`src/rtl/router_pkg.sv`:
```
// Constants and types shared by the router fan-out and merge stages so
// every port agrees on word width and port index encoding.
package router_pkg;

  localparam int NUM_PORTS = 5;
  localparam int DATA_W    = 32;
  localparam int PORT_W    = 3;

  typedef logic [PORT_W-1:0] port_idx_t;
  typedef logic [DATA_W-1:0] word_t;

endpackage

```
`src/rtl/rr_arbiter.sv`:
```
// Round-robin arbiter over NUM_PORTS requesters; the pointer moves to the
// granted port only on cycles where the consumer takes the grant.
module rr_arbiter
  import router_pkg::*;
(
  input  logic                 clk,
  input  logic                 rst_n,
  input  logic [NUM_PORTS-1:0] req,
  input  logic                 advance,
  output logic [PORT_W-1:0]    grant,
  output logic                 grant_valid
);

  port_idx_t r_last_grant;

  // Scan starts one past the last winner, so it gets the lowest priority.
  always_comb begin
    grant       = '0;
    grant_valid = 1'b0;
    for (int k = 1; k <= NUM_PORTS; k++) begin
      if (!grant_valid && req[(int'(r_last_grant) + k) % NUM_PORTS]) begin
        grant_valid = 1'b1;
        grant       = port_idx_t'((int'(r_last_grant) + k) % NUM_PORTS);
      end
    end
  end

  always_ff @(posedge clk) begin
    if (!rst_n) begin
      r_last_grant <= port_idx_t'(NUM_PORTS - 1);
    end else if (advance && grant_valid) begin
      r_last_grant <= grant;
    end
  end

endmodule

```
`src/rtl/port_merge_arb.sv`:
```
// Five-to-one merge stage: round-robin picks one input per cycle and
// registers it, with its source index, into a single valid/ready output slot.
module port_merge_arb
  import router_pkg::*;
(
  input  logic                              clk,
  input  logic                              rst_n,
  input  logic [NUM_PORTS-1:0][DATA_W-1:0]  din,
  input  logic [NUM_PORTS-1:0]              din_valid,
  output logic [NUM_PORTS-1:0]              din_ready,
  output logic [DATA_W-1:0]                 dout,
  output logic                              dout_valid,
  input  logic                              dout_ready,
  output logic [PORT_W-1:0]                 src_port
);

  port_idx_t w_grant;
  logic      w_grant_valid;
  logic      w_load_en;
  logic      w_advance;

  word_t     r_dout_p1;
  port_idx_t r_src_p1;
  logic      r_vld_p1;

  rr_arbiter u_arb (
    .clk         (clk),
    .rst_n       (rst_n),
    .req         (din_valid),
    .advance     (w_advance),
    .grant       (w_grant),
    .grant_valid (w_grant_valid)
  );

  // Slot is free when empty or being drained this cycle; reset blocks accepts.
  assign w_load_en = !r_vld_p1 || dout_ready;
  assign w_advance = rst_n && w_load_en && w_grant_valid;

  always_comb begin
    din_ready = '0;
    for (int i = 0; i < NUM_PORTS; i++) begin
      din_ready[i] = w_advance && (w_grant == port_idx_t'(i));
    end
  end

  // Stage p1: output register
  always_ff @(posedge clk) begin
    if (!rst_n) begin
      r_dout_p1 <= '0;
      r_src_p1  <= '0;
      r_vld_p1  <= 1'b0;
    end else if (w_load_en) begin
      if (w_grant_valid) begin
        r_dout_p1 <= din[w_grant];
        r_src_p1  <= w_grant;
        r_vld_p1  <= 1'b1;
      end else begin
        r_vld_p1  <= 1'b0;
      end
    end
  end

  assign dout       = r_dout_p1;
  assign src_port   = r_src_p1;
  assign dout_valid = r_vld_p1;

endmodule

```
`config.mk`:
```
export PLATFORM = sky130hd
export DESIGN_NAME = port_merge_arb
export DESIGN_NICKNAME = d
export VERILOG_FILES = /design/src/rtl/router_pkg.sv /design/src/rtl/rr_arbiter.sv /design/src/rtl/port_merge_arb.sv
export SDC_FILE = /design/constraint.sdc
export NUM_CORES = 1
export LEC_CHECK = 0
export ABC_CLOCK_PERIOD_IN_PS = 8100
export CORE_MARGIN = 2
export CORE_UTILIZATION = 42
export DETAILED_ROUTE_END_ITERATION = 6
export HOLD_SLACK_MARGIN = 0.05
export PLACE_DENSITY_LB_ADDON = 0.2
export SLEW_MARGIN = 10
export SYNTH_ARGS = -nofsm -noshare
export SYNTH_HDL_FRONTEND = slang
export SYNTH_SLANG_ARGS = --single-unit
```
`constraint.sdc`:
```
create_clock -name clk -period 8.1 [get_ports clk]
set_input_delay 1.215 -clock clk [delete_from_list [all_inputs] [get_ports clk]]
set_output_delay 1.215 -clock clk [all_outputs]
set_load 0.01 [all_outputs]
```
==> flow_metrics.py, run 1 <==
metrics = {
    "die": {
        "io_pins": 209,
        "num_rows": 36,
        "floorplan.die_area_um2": 10900,
        "die_height_um": 104,
        "initial_core_util": 0.433,
        "die_w_um": 104,
        "core_um2": 9770,
    },
    "place": {
        "gp_congestion": 0.893,
        "hpwl_mm": 12.3,
        "port_buffers": 208,
        "pre_cts_slack_ns": 0.893,
        "dp_cells": 848,
    },
    "critical_path": {
        "rr_worst_depth": 19,
        "reg2reg_to": "dout[27]$_SDFFE_PN0P_",
        "cp_cell_sequence": "buf_4, ha_1, xnor2_1, inv_2, ha_1, nor4b_2, nor4_1, nor2_1, ha_1, nor2b_1, inv_1, a211oi_1, nand2_1, o31a_1, or3b_1, a211o_1, o211ai_1, nand2b_1, buf_4, nor3_1, clkdlybuf4s50_1",
        "startpoint_type": "flip-flop",
        "crit_type": "reg2out",
        "critPathCaptureType": "output pin",
        "critPathMostFrequentCell": "ha_1",
        "timing.rr.start": "u_arb.r_last_grant[0]$_SDFFE_PN0P_",
        "required_ns": 6.88,
        "crit_arrival_ns": 6.26,
        "cp_max_fo": 36,
        "crit_path_max_incr_delay_ns": 0.51,
        "regToRegSetupSlack_ns": 1.78,
        "cp-startpoint": "u_arb.r_last_grant[0]$_SDFFE_PN0P_",
        "crit_path_top_delay_cell": "clkdlybuf4s50_1",
    },
    "detailed_routing": {
        "vias_per_cell": 5.80,
        "firstDrtPassIters": 5,
        "ant_nets": 0,
        "drc_errors": 0,
        "drtIter0Drc": 258,
        "routedWlPerCell_um": 18.1,
        "routed_wl_mm": 15.5,
        "vias": 4961,
    },
    "sta": {
        "hold_viol": 0,
        "period_minus_slack_ns": 7.47,
        "clock_skew_ns": 0.00905,
        "slew_violations": 0,
        "finalWorstSetupSlack_ns": 0.629,
        "slew_headroom": 0.338,
        "fin_hold_ws_ns": 0.471,
        "period_share": 0.922,
        "setup_viol": 0,
        "rsz0062_at_grt": "false",
        "fmax_mhz": 134,
        "tns_ns": 0,
        "worst_pin_slew_ns": 0.990,
    },
    "final_layout": {
        "fin_cells": 856,
        "drive_above_1_share": 0.0429,
        "nFillCells": 842,
        "area_growth_pct": 53.6,
        "nNetsFinal": 914,
        "diodes": 0,
    },
    "flow_run": {
        "cap_violations": 0,
    },
    "hold_path": {
        "hp-start": "src_port[0]$_SDFFE_PN0P_",
        "hold_class": "reg2reg",
        "min_delay_worst_endpoint": "src_port[0]$_SDFFE_PN0P_",
        "min_path_cells": 2,
    },
    "synth": {
        "synth_compound_area_frac": 0.331,
        "yosysTopAreaCell": "dfxtp_1",
        "ys_top_cells_by_count": "a21oi_1 (78), mux2i_1 (72), o21ai_0 (44), dfxtp_1 (39), o22a_1 (34)",
        "synth.avg_cell_area_um2": 7.84,
        "synth_cells": 539,
        "yosys.area_share.simple": 0.137,
        "synth_top_area_frac": 0.185,
        "synth_seq_cells": 39,
        "synth_area_leaders": "dfxtp_1 (18%), mux2i_1 (17%), a21oi_1 (9.2%)",
        "ys.flop_type": "dfxtp_1",
        "synth_top_family_by_area": "compound AO/OA/AOI/OAI gates",
        "synthArstFlopShare": 0,
        "synth_edf_count": 0,
        "synthMuxAreaShare": 0.192,
        "yosysSeqAreaShare": 0.185,
        "synth.distinct_cells": 69,
        "synthXorXnorAreaFrac": 0.0186,
        "synthAdderAreaFrac": 0.0734,
        "syn_nets": 731,
        "yosysMostFrequentCell": "a21oi_1",
        "syn-cell-area_um2": 4230,
        "yosys_warnings": 0,
    },
    "global_routing": {
        "grt_max_degree": 54,
        "grt_overflow": 0,
        "antenna_found_initial": 0,
        "grt_use_total": 0.273,
        "grt_pass1_vias": 4788,
        "grt_pass1_wl_mm": 24.5,
        "met2_usage": 0.484,
        "use_met3": 0.0533,
        "gr-max-usage-layer": "met2",
        "grt.met1_usage": 0.339,
    },
    "clock_network": {
        "h-tree-depth": 2,
        "cts_tree": "done",
        "post_cts_buffers": 0,
        "clkLatencyLatePin_ns": 0.29,
        "cts_sinks": 39,
        "cts_buffers": 5,
        "cts_root_buffer": "clkbuf_8",
        "clockBufferDepth": 2,
        "clk_pin_slew_worst_paths_ns": 0.08,
    },
    "status": {
        "status": "finished, final reports clean",
    },
}
[final cells by class]
class / instances / area [um2] / share of cell area
clock buffers: 5 / 68.8 / 0.0106
clock inverters: 3 / 43.8 / 0.00674
inverters: 19 / 71.3 / 0.0110
multi-input cells: 440 / 3210 / 0.495
flip-flops and latches: 39 / 781 / 0.120
well taps: 133 / 166 / 0.0256
repair buffers: 217 / 2150 / 0.331
[layout by cell type, fill, tap and decap left out, types with 10 or more instances in the layout]
| cell type | count |
|---|---|
| mux2i_1 | 72 |
| nand3_1 | 10 |
| o21ai_0 | 44 |
| inv_1 | 16 |
| o22a_1 | 34 |
| ha_1 | 24 |
| nand2_1 | 27 |
| clkdlybuf4s50_1 | 208 |
| dfxtp_1 | 39 |
| a21oi_1 | 78 |
| nor2_1 | 22 |
[routing by layer]
metal,up-vias,share of wire
met5,-,0
met4,0,0.019
met3,20,0.069
met2,215,0.50
met1,2325,0.41
li1,2401,-
[state kept, by name, summed over array words and instances, names as in the netlist]
name	cells
dout	32
src_port	3
u_arb.r_last_grant	3
dout_valid	1
[worst max-delay path by stage]
| stage | depth (start not counted) | to | slack [ns] |
|---|---|---|---|
| after global placement | 21 | din_ready[0] | 1.16 |
| after CTS | 21 | din_ready[0] | 0.53 |
| after detailed placement | 21 | din_ready[0] | 0.89 |
| after floorplan | 21 | din_ready[0] | 1.91 |
| final | 21 | din_ready[0] | 0.63 |
| after global routing | 21 | din_ready[0] | 0.07 |
[cells by family (layout without fill, tap and decap cells)]
kind of cell / Yosys count / count (layout)
flops: 39 / 39
compound gates: 215 / 215
simple gates: 113 / 113
mux: 78 / 78
fa+ha+maj: 25 / 25
buf+inv: 60 / 244
xor+xnor: 9 / 9
[per-stage QoR]
step	util	area [um2]
6_report	0.664	6490
5_1_grt	0.664	6490
3_3_place_gp	0.652	6370
2_1_floorplan	-	4230
3_5_place_dp	0.652	6370
4_1_cts	0.663	6480
[worst max-delay path, delay by kind of cell, from the launching register on]
family | cells | cell delay (ns)
compound gates | 4 | 1.28
xor+xnor | 1 | 0.29
fa+ha+maj | 3 | 0.88
buf+inv | 5 | 1.49
flops | 1 | 0.34
simple gates | 8 | 1.65
[what timing repair did]
item	CTS	global route
endpoints found under the setup margin	0	2
hold buffers	0	0
gates resized for setup	0	2
Power of run 1 is not shown: default switching activity piles up to over one toggle a cycle in this logic, so the estimate is an artifact.
==> inputs of run 2 (changes only) <==
- CELL_PAD_IN_SITES_DETAIL_PLACEMENT: default -> 1
- CELL_PAD_IN_SITES_GLOBAL_PLACEMENT: default -> 2
- CORE_UTILIZATION: 42 -> 22
==> run 2 against run 1 <==
Effect of this change:
- maximum frequency up 1.0%
- sequential share of layout area down 0.28 points
- via count down 1.1%
- clock skew down 0.0030 ns
- count of clock-buffer cells in the layout up 2
- final cell count up 12%
- register-to-register slack better by 0.34 ns
- non-clock buffer count up 1
- hold slack better by 0.0041 ns
- global-route usage down 8.8 points
- utilization down 31 points
- critical path type unchanged
==> flow_metrics.py, run 2 (synthesized netlist as in run 1, its figures left out) <==
metrics = {
    "hold_path": {
        "min_path_cells": 2,
        "min_delay_worst_endpoint": "src_port[0]$_SDFFE_PN0P_",
        "hp-start": "src_port[0]$_SDFFE_PN0P_",
        "hold_class": "reg2reg",
    },
    "die": {
        "io_pins": 209,
        "initial_core_util": 0.225,
        "die_w_um": 143,
        "die_height_um": 143,
        "num_rows": 50,
        "core_um2": 18800,
        "floorplan.die_area_um2": 20300,
    },
    "critical_path": {
        "cp_max_fo": 36,
        "required_ns": 6.88,
        "critPathMostFrequentCell": "ha_1",
        "crit_type": "reg2out",
        "crit_arrival_ns": 6.18,
        "path_depth": 21,
        "reg2reg_to": "dout[19]$_SDFFE_PN0P_",
        "crit_path_max_incr_delay_ns": 0.58,
        "rr_worst_depth": 18,
        "crit_path_top_delay_cell": "dfxtp_1",
        "crit_family": "simple AND/OR/NAND/NOR gates",
        "timing.rr.start": "u_arb.r_last_grant[1]$_SDFFE_PN0P_",
        "startpoint_type": "flip-flop",
        "critPathCaptureType": "output pin",
        "regToRegSetupSlack_ns": 2.12,
        "crit_buf_inv": 5,
        "cp_cell_sequence": "ha_1, xnor2_1, inv_2, ha_1, nor4b_1, nor4_1, nor2_1, ha_1, nor2b_1, inv_1, a211oi_1, xnor2_1, nand2b_1, o2111ai_1, o21ai_0, a22oi_2, buf_4, nand2b_1, buf_4, nor3_1, clkdlybuf4s50_1",
    },
    "sta": {
        "period_share": 0.913,
        "clock_skew_ns": 0.00603,
        "fmax_mhz": 135,
        "period_minus_slack_ns": 7.40,
        "worst_pin_slew_ns": 1.08,
        "tns_ns": 0,
        "hold_viol": 0,
        "setup_viol": 0,
        "slew_headroom": 0.279,
        "slew_violations": 0,
        "rsz0062_at_grt": "false",
    },
    "global_routing": {
        "grt_overflow": 0,
        "antenna_found_initial": 0,
        "grt_pass1_wl_mm": 29.6,
        "grt_max_degree": 42,
        "grt_use_total": 0.185,
        "grt_pass1_vias": 5397,
    },
    "detailed_routing": {
        "vias_per_cell": 5.12,
        "drc_errors": 0,
        "vias": 4908,
        "firstDrtPassIters": 4,
        "routedWlPerCell_um": 20.2,
        "drtIter0Drc": 147,
        "routed_wl_mm": 19.3,
        "ant_nets": 0,
    },
    "final_layout": {
        "multiInputGateArea_um2": 3210,
        "layout.area.seq_um2": 781,
        "most-common-layout-cells": "clkdlybuf4s50_1 (208), a21oi_1 (78), mux2i_1 (72)",
        "drive_above_1_share": 0.0387,
        "area_growth_pct": 57.2,
        "nFillCells": 2220,
        "diodes": 0,
        "nNetsFinal": 915,
        "final_common_cell": "clkdlybuf4s50_1",
        "largest_register_ffs": 32,
    },
    "place": {
        "gp_congestion": 0.806,
        "port_buffers": 208,
        "hpwl_mm": 15.3,
    },
    "clock_network": {
        "cts_buffers": 5,
        "cts_tree": "done",
        "clockBufferDepth": 2,
        "cts_sinks": 39,
        "cts_hold_buf": 0,
        "cts_root_buffer": "clkbuf_16",
        "ctsResizeCount": 0,
        "clk_pin_slew_worst_paths_ns": 0.06,
        "post_cts_buffers": 0,
        "clkLatencyLatePin_ns": 0.29,
        "h-tree-depth": 2,
    },
    "status": {
        "status": "finished, final reports clean",
    },
    "flow_run": {
        "cap_violations": 0,
    },
}
-- run 2: changes by cell type in the layout (fill, tap and decap cells not counted), sizes merged --
| cell | previous run | this run |
|---|---|---|
| buf | 9 | 10 |
| bufinv | 1 | 0 |
| clkinv | 3 | 2 |
| clkbuf | 5 | 7 |
-- run 2: metrics by stage --
step | cells | instance area (um2) | utilization | hold WS (ns) | worst slack [ns]
after global placement | 950 | 6510 | 0.347 | 0.444 | 1.27
after global routing | 958 | 6650 | 0.354 | 0.502 | 0.0556
after floorplan | 539 | 4230 | - | 0.479 | 1.91
after CTS | 958 | 6650 | 0.354 | 0.481 | 0.674
after detailed placement | 950 | 6510 | 0.347 | 0.465 | 1.02
final | 958 | 6650 | 0.354 | 0.475 | 0.704
-- run 2: how the worst max path moves through the flow --
stage / to / startpoint / slack [ns]
floorplan: din_ready[0] / u_arb.r_last_grant[0]$_SDFFE_PN0P_ / 1.91
global placement: din_ready[0] / u_arb.r_last_grant[1]$_SDFFE_PN0P_ / 1.27
detailed placement: din_ready[0] / u_arb.r_last_grant[1]$_SDFFE_PN0P_ / 1.02
CTS: din_ready[0] / u_arb.r_last_grant[1]$_SDFFE_PN0P_ / 0.67
global route: din_ready[0] / u_arb.r_last_grant[1]$_SDFFE_PN0P_ / 0.06
finish: din_ready[0] / u_arb.r_last_grant[1]$_SDFFE_PN0P_ / 0.70
-- run 2: cell type report --
cell class,instances,area share
clock inverters,1,0.000753
well taps,234,0.0440
flip-flops and latches,39,0.117
inverters,19,0.0107
repair buffers,218,0.324
multi-input cells,440,0.483
clock buffers,7,0.0200
-- run 2: worst register-to-register path, delay by kind of cell (launching register included) --
kind / cells / cell delay [ns]
flip-flops: 1 / 0.58
multiplexers: 1 / 0.33
adder cells (fa/ha/maj): 3 / 0.93
AND/OR/NAND/NOR: 4 / 1.22
XOR/XNOR: 1 / 0.28
buffers and inverters: 2 / 0.71
AO/OA/AOI/OAI: 7 / 1.83
-- run 2: metal layers --
metal,part of all wire,wire (um),GRT usage
met1,0.41,8020,0.223
met2,0.51,9900,0.335
met3,0.060,1160,0.0459
met4,0.014,263,0.0365
met5,0,0,0
Power of run 2 is left out for the same reason.
==> inputs of run 3 (changes only) <==
- CORE_MARGIN: 2 -> default
- CORE_UTILIZATION: 22 -> 23
- RECOVER_POWER: default -> 100
- SYNTH_HIERARCHICAL: default -> 1
==> run 3 against run 2 <==
Effect of this change:
- non-clock buffer count grew 4
- hold slack lost 0.0057 ns
- the run now ends with max-capacitance violations, max-slew violations left
- global-route usage shrank 0.14 points
- maximum frequency shrank 2.4%
- highest routed layer unchanged
- largest cell class unchanged
==> flow_metrics.py, run 3 <==
metrics = {
    "status": {
        "status": "finished with violations",
        "violations": "max-capacitance violations, max-slew violations",
    },
    "synth": {
        "syn_nets": 826,
        "synth_top_area_frac": 0.161,
        "synth.avg_cell_area_um2": 7.67,
        "yosysSeqAreaShare": 0.161,
        "synth_compound_area_frac": 0.314,
        "synth_seq_cells": 39,
        "syn-cell-area_um2": 4840,
        "synth_cells": 631,
        "yosysTopAreaCell": "dfxtp_1",
        "yosysMostFrequentCell": "a21oi_1",
        "synthArstFlopShare": 0,
        "synth_top_family_by_area": "compound AO/OA/AOI/OAI gates",
        "synth_area_leaders": "dfxtp_1 (16%), mux2_2 (14%), a21oi_1 (11%)",
        "synthAdderAreaFrac": 0.0734,
        "ys.flop_type": "dfxtp_1",
        "synthMuxAreaShare": 0.169,
        "ys_top_cells_by_count": "a21oi_1 (108), o21ai_0 (69), mux2_2 (61), nand2b_1 (41), dfxtp_1 (39)",
        "synth_edf_count": 0,
        "yosys.area_share.simple": 0.193,
        "yosys_warnings": 6,
        "synthXorXnorAreaFrac": 0.0202,
        "synth.distinct_cells": 77,
    },
    "sta": {
        "worst_pin_slew_ns": 1.73,
        "clock_skew_ns": 0.0100,
        "setup_viol": 0,
        "period_minus_slack_ns": 7.58,
        "rsz0062_at_grt": "false",
        "hold_viol": 0,
        "slew_violations": 37,
        "tns_ns": 0,
        "period_share": 0.936,
        "fmax_mhz": 132,
        "slew_headroom": -0.154,
    },
    "clock_network": {
        "clk_pin_slew_worst_paths_ns": 0.07,
        "cts_root_buffer": "clkbuf_16",
        "h-tree-depth": 2,
        "cts_sinks": 39,
        "post_cts_buffers": 0,
        "cts_hold_buf": 0,
        "clkLatencyLatePin_ns": 0.30,
        "cts_buffers": 5,
        "clockBufferDepth": 2,
        "cts_tree": "done",
        "ctsResizeCount": 0,
    },
    "die": {
        "die_w_um": 147,
        "io_pins": 209,
        "core_um2": 20400,
        "floorplan.die_area_um2": 21600,
        "num_rows": 52,
        "die_height_um": 147,
        "initial_core_util": 0.237,
    },
    "final_layout": {
        "nNetsFinal": 1001,
        "nFillCells": 2442,
        "most-common-layout-cells": "clkdlybuf4s50_1 (169), a21oi_1 (108), o21ai_0 (69)",
        "largest_register_ffs": 32,
        "diodes": 0,
        "drive_above_1_share": 0.119,
        "area_growth_pct": 49.4,
        "final_common_cell": "clkdlybuf4s50_1",
    },
    "place": {
        "port_buffers": 208,
        "gp_congestion": 0.808,
        "hpwl_mm": 15.6,
    },
    "detailed_routing": {
        "vias_per_cell": 5.07,
        "firstDrtPassIters": 4,
        "ant_nets": 0,
        "routedWlPerCell_um": 18.9,
        "routed_wl_mm": 20.3,
        "drc_errors": 0,
        "drtIter0Drc": 198,
        "vias": 5462,
    },
    "critical_path": {
        "regToRegSetupSlack_ns": 0.77,
        "critPathCaptureType": "output pin",
        "reg2reg_to": "dout[15]$_SDFFE_PN0P_",
        "required_ns": 6.88,
        "crit_type": "reg2out",
        "rr_worst_depth": 21,
        "startpoint_type": "flip-flop",
        "cp_max_fo": 15,
        "timing.rr.start": "u_arb/r_last_grant[2]$_SDFFE_PN1P_",
        "crit_arrival_ns": 6.37,
    },
    "global_routing": {
        "grt_overflow": 0,
        "grt_pass1_wl_mm": 31.5,
        "grt_max_degree": 65,
        "grt_pass1_vias": 5755,
        "grt_use_total": 0.184,
        "antenna_found_initial": 0,
    },
    "hold_path": {
        "min_path_cells": 2,
        "hp-start": "src_port[0]$_SDFFE_PN0P_",
        "min_delay_worst_endpoint": "src_port[0]$_SDFFE_PN0P_",
        "hold_class": "reg2reg",
    },
    "flow_run": {
        "cap_violations": 1,
    },
}
run 3: cell families after synthesis:
family,Yosys count
AOI/OAI and AO/OA,257
xor gates and xnor gates,9
adders and majority gates,28
buffers and inverters,72
DFF,39
muxes,72
and+or+nand+nor,154
run 3: worst max path at each step:
| stage | cells past startpoint | start | slack [ns] | to |
|---|---|---|---|---|
| 6_report | 19 | u_arb/r_last_grant[2]$_SDFFE_PN1P_ | 0.52 | din_ready[4] |
| 4_1_cts | 19 | u_arb/r_last_grant[2]$_SDFFE_PN1P_ | 0.58 | din_ready[4] |
| 5_1_grt | 19 | u_arb/r_last_grant[2]$_SDFFE_PN1P_ | 0.13 | din_ready[4] |
| 3_5_place_dp | 19 | u_arb/r_last_grant[2]$_SDFFE_PN1P_ | 0.92 | din_ready[4] |
| 2_1_floorplan | 22 | u_arb/r_last_grant[0]$_SDFFE_PN0P_ | 1.81 | din_ready[0] |
| 3_3_place_gp | 19 | u_arb/r_last_grant[2]$_SDFFE_PN1P_ | 1.20 | din_ready[4] |
run 3: metal layers:
metal  up-vias  global-route usage  part of all wire
met5         -                   0                 0
met4         0              0.0309            0.0059
met3        10              0.0388             0.049
met2       125               0.340              0.52
met1      2646               0.219              0.43
li1       2681                   -                 -
run 3: area by class of cell:
| class | instances | area (um2) | share of cell area |
|---|---|---|---|
| Clock inverter | 2 | 12.5 | 0.00173 |
| Inverter | 18 | 67.6 | 0.00934 |
| Timing Repair Buffer | 222 | 2180 | 0.301 |
| Sequential cell | 39 | 781 | 0.108 |
| Clock buffer | 6 | 129 | 0.0178 |
| Multi-Input combinational cell | 520 | 3730 | 0.515 |
| Tap cell | 270 | 338 | 0.0467 |
run 3: worst max-delay path: stages, from the launching register on:
cell and delay, ns:
dfxtp_1 0.80, inv_1 0.14, ha_1 0.42, o21a_1 0.25
a21oi_1 0.17, xnor2_1 0.18, ha_1 0.21, fa_1 0.19
a21bo_2 0.23, or3_1 0.48, a21boi_0 0.18, a2bb2oi_1 0.19
nor3b_2 0.34, and2b_1 0.20, nand3b_1 0.23, or4_1 0.61
nand3_2 0.21, and4bb_2 0.30, and2_1 0.13, clkdlybuf4s50_1 0.59
run 3: per-stage QoR:
| step | util | hold slack [ns] | instance area [um2] | worst slack [ns] | cells |
|---|---|---|---|---|---|
| 2_1_floorplan | - | 0.488 | 4840 | 1.81 | 631 |
| 3_3_place_gp | 0.348 | 0.455 | 7120 | 1.20 | 1069 |
| 3_5_place_dp | 0.348 | 0.469 | 7120 | 0.920 | 1069 |
| 4_1_cts | 0.355 | 0.480 | 7260 | 0.577 | 1077 |
| 5_1_grt | 0.354 | 0.518 | 7230 | 0.132 | 1077 |
| 6_report | 0.354 | 0.470 | 7230 | 0.519 | 1077 |
Power of run 3 is left out for the same reason.
